`config.mk`:
```
export PLATFORM = sky130hd
export DESIGN_NAME = gb_envelope_bank
export DESIGN_NICKNAME = d
export VERILOG_FILES = /design/src/rtl/gb_apu_pkg.sv /design/src/rtl/gb_envelope_channel.sv /design/src/rtl/gb_envelope_bank.sv
export SDC_FILE = /design/constraint.sdc
export NUM_CORES = 1
export LEC_CHECK = 0
export ABC_CLOCK_PERIOD_IN_PS = 2200
export CAP_MARGIN = 40
export CORE_AREA = 2 2 76 78
export CTS_CLUSTER_SIZE = 20
export DETAILED_ROUTE_END_ITERATION = 16
export DIE_AREA = 0 0 78 80
export PLACE_DENSITY_LB_ADDON = 0.1
export SYNTH_ARGS = -nofsm -noshare
export SYNTH_HDL_FRONTEND = slang
export SYNTH_HIERARCHICAL = 1
export SYNTH_SLANG_ARGS = --single-unit
export TNS_END_PERCENT = 100
```
`constraint.sdc`:
```
create_clock -name clk -period 2.2 [get_ports clk]
set_input_delay 0.33 -clock clk [delete_from_list [all_inputs] [get_ports clk]]
set_output_delay 0.33 -clock clk [all_outputs]
set_load 0.1 [all_outputs]
```
`src/rtl/gb_apu_pkg.sv`:
```
// Shared types and default widths for the APU volume-envelope logic.
package gb_apu_pkg;

  // Default volume width (VMAX = 15) and sweep-period width (0..7 ticks).
  localparam int VOL_W_DEF = 4;
  localparam int PER_W_DEF = 3;

  // Per-channel envelope sequencer state.
  typedef enum logic [1:0] {
    IDLE = 2'd0,
    RUN  = 2'd1,
    DONE = 2'd2
  } env_state_e;

endpackage : gb_apu_pkg

```
`src/rtl/gb_envelope_channel.sv`:
```
// One volume-envelope channel: edge-triggered restart, periodic +/-1 volume
// steps on the shared 64 Hz tick, saturating at 0 and VMAX.
module gb_envelope_channel
  import gb_apu_pkg::*;
#(
  parameter int VOL_W = VOL_W_DEF,
  parameter int PER_W = PER_W_DEF
) (
  input  logic             clk,
  input  logic             reset,
  input  logic             tick_i,
  input  logic             start_i,
  input  logic [VOL_W-1:0] init_vol_i,
  input  logic             inc_i,
  input  logic [PER_W-1:0] period_i,
  output logic [VOL_W-1:0] vol_o,
  output logic             active_o,
  output logic             dac_off_o
);

  localparam logic [VOL_W-1:0] VMAX = '1;

  env_state_e       state_q;
  logic [VOL_W-1:0] vol_q;
  logic [PER_W-1:0] cnt_q;
  logic [PER_W-1:0] per_q;
  logic             dir_q;
  logic             start_q;
  logic             dac_off_q;

  logic             trig;
  logic             expire;
  logic             at_bound;
  logic             next_at_bound;
  logic [VOL_W-1:0] vol_d;

  // Rising edge of start against last cycle's copy; a held level fires once.
  assign trig          = start_i & ~start_q;
  // Period counter runs out on this tick.
  assign expire        = tick_i && (state_q == RUN) && (cnt_q <= PER_W'(1));
  // Volume already pinned in the latched direction: expiry ends the sweep.
  assign at_bound      = dir_q ? (vol_q == VMAX) : (vol_q == '0);
  // The step about to be taken lands on the bound.
  assign next_at_bound = dir_q ? (vol_q == VMAX - VOL_W'(1)) : (vol_q == VOL_W'(1));
  assign vol_d         = dir_q ? vol_q + VOL_W'(1) : vol_q - VOL_W'(1);

  // Envelope FSM with its volume, counter and latched settings.
  // NOTE: every register here is assigned with <= so all of them update from
  // the same pre-edge values; a blocking '=' would let later lines see
  // half-updated state and break simulation/synthesis agreement.
  always_ff @(posedge clk or posedge reset) begin
    if (reset) begin
      state_q   <= IDLE;
      vol_q     <= '0;
      cnt_q     <= '0;
      per_q     <= '0;
      dir_q     <= 1'b0;
      start_q   <= 1'b0;
      dac_off_q <= 1'b1;
    end else begin
      start_q <= start_i;
      if (trig) begin
        // Trigger overrides any tick arriving in the same cycle.
        vol_q     <= init_vol_i;
        per_q     <= period_i;
        dir_q     <= inc_i;
        cnt_q     <= period_i;
        dac_off_q <= (init_vol_i == '0) && !inc_i;
        state_q   <= (period_i != '0) ? RUN : DONE;
      end else if (tick_i && state_q == RUN) begin
        if (!expire) begin
          cnt_q <= cnt_q - PER_W'(1);
        end else begin
          cnt_q <= per_q;
          if (at_bound) begin
            state_q <= DONE;
          end else begin
            vol_q <= vol_d;
            if (next_at_bound) begin
              state_q <= DONE;
            end
          end
        end
      end
    end
  end

  assign vol_o     = vol_q;
  assign active_o  = (state_q == RUN);
  assign dac_off_o = dac_off_q;

endmodule : gb_envelope_channel

```
`src/rtl/gb_envelope_bank.sv`:
```
// Bank of independent envelope channels (pulse 1, pulse 2, noise) sharing
// one 64 Hz envelope tick.
module gb_envelope_bank
  import gb_apu_pkg::*;
#(
  parameter int NUM_CH = 3,
  parameter int VOL_W  = VOL_W_DEF,
  parameter int PER_W  = PER_W_DEF
) (
  input  logic                         clk,
  input  logic                         reset,
  input  logic                         clk_vol_env,
  input  logic [NUM_CH-1:0]            start,
  input  logic [NUM_CH-1:0][VOL_W-1:0] initial_volume,
  input  logic [NUM_CH-1:0]            envelope_increasing,
  input  logic [NUM_CH-1:0][PER_W-1:0] num_envelope_sweeps,
  output logic [NUM_CH-1:0][VOL_W-1:0] target_vol,
  output logic [NUM_CH-1:0]            env_active,
  output logic [NUM_CH-1:0]            dac_off
);

  // One channel per slot; the tick fans out unchanged to all of them.
  for (genvar g = 0; g < NUM_CH; g++) begin : g_ch
    gb_envelope_channel #(
      .VOL_W (VOL_W),
      .PER_W (PER_W)
    ) u_ch (
      .clk        (clk),
      .reset      (reset),
      .tick_i     (clk_vol_env),
      .start_i    (start[g]),
      .init_vol_i (initial_volume[g]),
      .inc_i      (envelope_increasing[g]),
      .period_i   (num_envelope_sweeps[g]),
      .vol_o      (target_vol[g]),
      .active_o   (env_active[g]),
      .dac_off_o  (dac_off[g])
    );
  end

endmodule : gb_envelope_bank

```
==> results of run 1 <==
sequential cells by signal, summed over array words and instances (netlist names):
signal / cells
g_ch.u_ch/vol_o: 12
g_ch.u_ch/cnt_q: 9
g_ch.u_ch/per_q: 9
g_ch.u_ch/state_q: 6
g_ch.u_ch/dac_off_o: 3
g_ch.u_ch/dir_q: 3
g_ch.u_ch/start_q: 3
stage by stage:
step / instances / setup slack, ns
finish: 424 / 0.204
global route: 424 / 0.104
CTS: 424 / 0.204
detailed placement: 416 / -0.0347
global placement: 416 / 0.0163
floorplan: 297 / 0.174
area by class of cell:
type,instances,area share (%)
Tap cell,72,2.65
Multi-Input combinational cell,216,42.2
Sequential cell,45,33.5
Timing Repair Buffer,62,15.8
Clock buffer,7,2.54
Inverter,21,2.32
Clock inverter,1,0.885
cells by family after synthesis:
group / share of synthesized area (%)
flops: 40.8
mux: 2.30
buf+inv: 7.45
fa+ha+maj: 8.13
simple gates: 20.5
compound gates: 19.9
xor+xnor: 0.949
synth_stat cells (6+ instances only):
cell type,n,area [um^2]
sky130_fd_sc_hd__nand2_1,33,124
sky130_fd_sc_hd__a21oi_1,9,45.0
sky130_fd_sc_hd__buf_6,9,101
sky130_fd_sc_hd__o311ai_0,6,52.6
sky130_fd_sc_hd__nor2_1,21,78.8
sky130_fd_sc_hd__nor3_1,6,30.0
sky130_fd_sc_hd__nand3_1,12,60.1
sky130_fd_sc_hd__or4_1,9,67.6
sky130_fd_sc_hd__a31oi_1,15,93.8
sky130_fd_sc_hd__inv_1,21,78.8
sky130_fd_sc_hd__o21ai_0,12,60.1
sky130_fd_sc_hd__ha_1,18,225
sky130_fd_sc_hd__o31ai_1,9,67.6
sky130_fd_sc_hd__dfrtp_1,42,1050
power by group through the flow:
stage / combinational [W] / sequential [W] / clock (W)
2_1_floorplan: 0.00119 / 0.00185 / 0
3_3_place_gp: 0.00216 / 0.00138 / 0
3_5_place_dp: 0.00220 / 0.00139 / 0
4_1_cts: 0.00220 / 0.00137 / 0.000671
5_1_grt: 0.00240 / 0.00142 / 0.000719
6_report: 0.00220 / 0.00138 / 0.000656
worst max-delay path, delay by kind of cell, from the launching register on:
kind / cells / cell delay [ns]
flops: 1 / 0.41
fa+ha+maj: 1 / 0.13
compound gates: 2 / 0.36
simple gates: 2 / 0.93
buf+inv: 1 / 0.09
metal layers:
layer,GRT usage (%),up-vias
li1,-,1204
met1,28.1,1150
met2,35.9,69
met3,5.66,10
met4,8.25,0
met5,0,-
final timing paths:
kind	endpoint	cells past startpoint
min	g_ch[1].u_ch/dac_off_o	2
min reg2reg	g_ch[1].u_ch/dac_off_o	2
max reg2reg	g_ch[0].u_ch/vol_o[3]	6
max	g_ch[0].u_ch/vol_o[3]	6
min in group asynchronous	g_ch[2].u_ch/cnt_q[2]	2
max in group asynchronous	g_ch[1].u_ch/vol_o[1]	2
layout by cell type (no fill, tap or decap), types with 6 or more instances in the layout:
cell,synthesis,layout
sky130_fd_sc_hd__nand3_1,12,12
sky130_fd_sc_hd__o31ai_1,9,9
sky130_fd_sc_hd__o311ai_0,6,6
sky130_fd_sc_hd__nor3_1,6,6
sky130_fd_sc_hd__ha_1,18,18
sky130_fd_sc_hd__a21oi_1,9,9
sky130_fd_sc_hd__dfrtp_2,0,6
sky130_fd_sc_hd__nor2_1,21,21
sky130_fd_sc_hd__inv_1,21,21
sky130_fd_sc_hd__clkdlybuf4s50_1,0,29
sky130_fd_sc_hd__clkbuf_8,0,6
sky130_fd_sc_hd__or4_1,9,9
sky130_fd_sc_hd__o21ai_0,12,12
sky130_fd_sc_hd__buf_4,0,33
sky130_fd_sc_hd__a31oi_1,15,15
sky130_fd_sc_hd__dfrtp_1,42,36
sky130_fd_sc_hd__nand2_1,33,33
==> reports/metrics.sh, run 1 <==
STATUS='finished, final reports clean'
GP_CONGESTION=0.868
FINAL_LAYOUT_SIZE_SUFFIX_GT1_SHARE_PCT=16.5
MAXSLEWVIOLCOUNT=0
CRITICAL_PATH.STARTPOINT_TYPE='flop'
POWER_SWITCHING_W=0.00207
CAP_VIOL_MAX_COUNT=0
NUM_ROWS=27
DRT-VIAS-PER-INSTANCE=5.74
N_ANTENNA_CELL=0
GLOBALROUTEOVERFLOWTOTAL=0
CRITPATHREQUIREDTIME_NS=2.42
SETUP_REPAIR_AFTER_GLOBAL_ROUTING_MISSED_ITS_MARGIN='no'
CTS_HOLD_BUFS=0
DR.MAX_LAYER_USED='met4'
FINAL_MIN_PERIOD_NS=2.00
AVGSYNTHCELLAREA_UM2=9.33
YS.WARNINGS.COUNT=6
FLOORPLAN.INITIALDENSITY_PCT=51.3
ANTENNA_VIOLATING_NETS_POST_ROUTE=0
FINAL_UTIL_PCT=62.8
FIN_NETS=399
SYNTH-EDFF-COUNT=0
FINAL_MIN_PERIOD_OVER_CLOCK_PERIOD_PCT=90.7
CTS_REPAIR_RESIZE_COUNT=0
TIMING.FMAX_MHz=501
DP.FINAL_HPWL_MM=4.67
ROOT_BUFFER='sky130_fd_sc_hd__clkbuf_8'
MET3_ROUTED_WIRELENGTH_UM=330
SYN_AREA_MM2=0.00277
TRITONCTS.NUM_BUFFERS=5
SETUP_VIOL=0
CRITICAL_PATH_PEAK_FANOUT=5
SYNTH_SEQ_AREA_SHARE_PCT=40.8
SYNTHFLOPTYPE='sky130_fd_sc_hd__dfrtp_1'
POSTSYNTHNETCOUNT=345
PWR-SHARE-COMB_PCT=51.9
FP.DIEAREA_MM2=0.00624
PLACE_AREA_MM2=0.00328
AREA.GROWTH.SYNTH_TO_FINAL_PCT=22.5
GRT.TOTAL_USAGE_PCT=22.0
SYNTH_CELL_TYPES=39
IO_BUFFER_COUNT=47
FINAL-SEQ-AREA_MM2=0.00114
ANTENNA_FOUND_INITIAL=0
INTERNAL_POWER_W=0.00216
MAX_SLEW.WORST_PIN.SLEW_NS=0.597
GRT_PASS1_VIAS=2348
FINALINSTANCEAREA_MM2=0.00339
CTS_POST_SETUP_BUFFERS_INSERTED=0
TOTAL_OF_FLIP_FLOPS_PLUS_LATCHES_AFTER_SYNTHESIS=45
CORE_REGION_AREA_MM2=0.00541
ROUTE.DETAILED.WL_PER_INST_UM=14.8
CRITICAL_PATH.SLOWEST_CELL='sky130_fd_sc_hd__or4_1'
DRT_PASS1_ITERATIONS=5
CLOCKPOWERSHARE_PCT=15.5
FILL_CELLS=478
DIE_WIDTH_UM=78
ENDPOINT_KIND='flop'
DIE_HEIGHT_UM=80
WORST_CLOCK_SKEW_NS=0.00364
COUNT_OF_FINAL_HOLD_CHECK_VIOLATIONS=0
POST-ROUTE-DRC-COUNT=0
CRITICAL_PATH.REG2REG.STARTPOINT='g_ch[0].u_ch/cnt_q[1]'
WORST_IR_DROP_VDD_mV=0.821
TIMING.REG2REG.SETUP_SLACK_NS=0.20
IOPINCOUNT=48
WIRELENGTH_MM=6.29
TOTAL_LEAKAGE_POWER_nW=1.46
MAXIMUM_NUMBER_OF_PINS_ON_ONE_NET_BEFORE_GLOBAL_ROUTE_REPAIR=20
TIMING.CRITICAL_PATH.CELLS='inv_1 > ha_1 > o21ba_2 > or3_1 > or4_1 > a31oi_1'
WORST_PATH_LARGEST_CELL_DELAY_NS=0.51
WORST_SKEW_PAIR.LATE_LATENCY_NS=0.30
TIMING_WORST_SETUP_PATH_TYPE='reg -> reg'
ROUTE.VIAS.TOTAL=2433
MET2WIRELENGTH_MM=3.01
NUMCLOCKSINKS=45
CTS_TREE='yes'
MAX-CLOCK-PATH-BUFFERS=2
CRITICAL_PATH.STARTPOINT='g_ch[0].u_ch/cnt_q[1]'
DR.FIRST_ITER.DRC_COUNT=113
FIN_SETUP_TNS_NS=0
H-TREE-DEPTH=2
MULTI_INPUT_COMB_AREA_MM2=0.00143
YS_ASYNC_SR_FRACTION_PCT=100
WORSTHOLDSTART='g_ch[1].u_ch/dac_off_o'
POWER-PER-CELL-AREA_mW_PER_MM2=1250
MET1WIRELENGTH_MM=2.83
TIGHTEST_HOLD_MARGIN_NS=0.472
POWER.SWITCHING_FRACTION_PCT=48.9
GRT_FIRST_PASS_WIRELENGTH_MM=10.8
SLEW-LIMIT-HEADROOM_PCT=60.2
POST_SYN_INSTANCES=297
FINALPOWER_W=0.00423
WORST-ENDPOINT-ARRIVAL_NS=2.22
HOLD_PATH.CLASS='reg -> reg'
CLK_PIN_SLEW_WORST_PATHS_NS=0.08
SEQUENTIALPOWERSHARE_PCT=32.6
Power figures use the tool's default switching activity.
==> inputs of run 2 (changes only) <==
--- a/config.mk
+++ b/config.mk
@@ -8,7 +8,7 @@
 export ABC_CLOCK_PERIOD_IN_PS = 2200
 export CAP_MARGIN = 40
 export CORE_AREA = 2 2 76 78
-export CTS_CLUSTER_SIZE = 20
+export CTS_CLUSTER_SIZE = 8
 export DETAILED_ROUTE_END_ITERATION = 16
 export DIE_AREA = 0 0 78 80
 export PLACE_DENSITY_LB_ADDON = 0.1
==> results of run 2 <==
No change in the layout: final DEF, timing and power equal those of run 1.
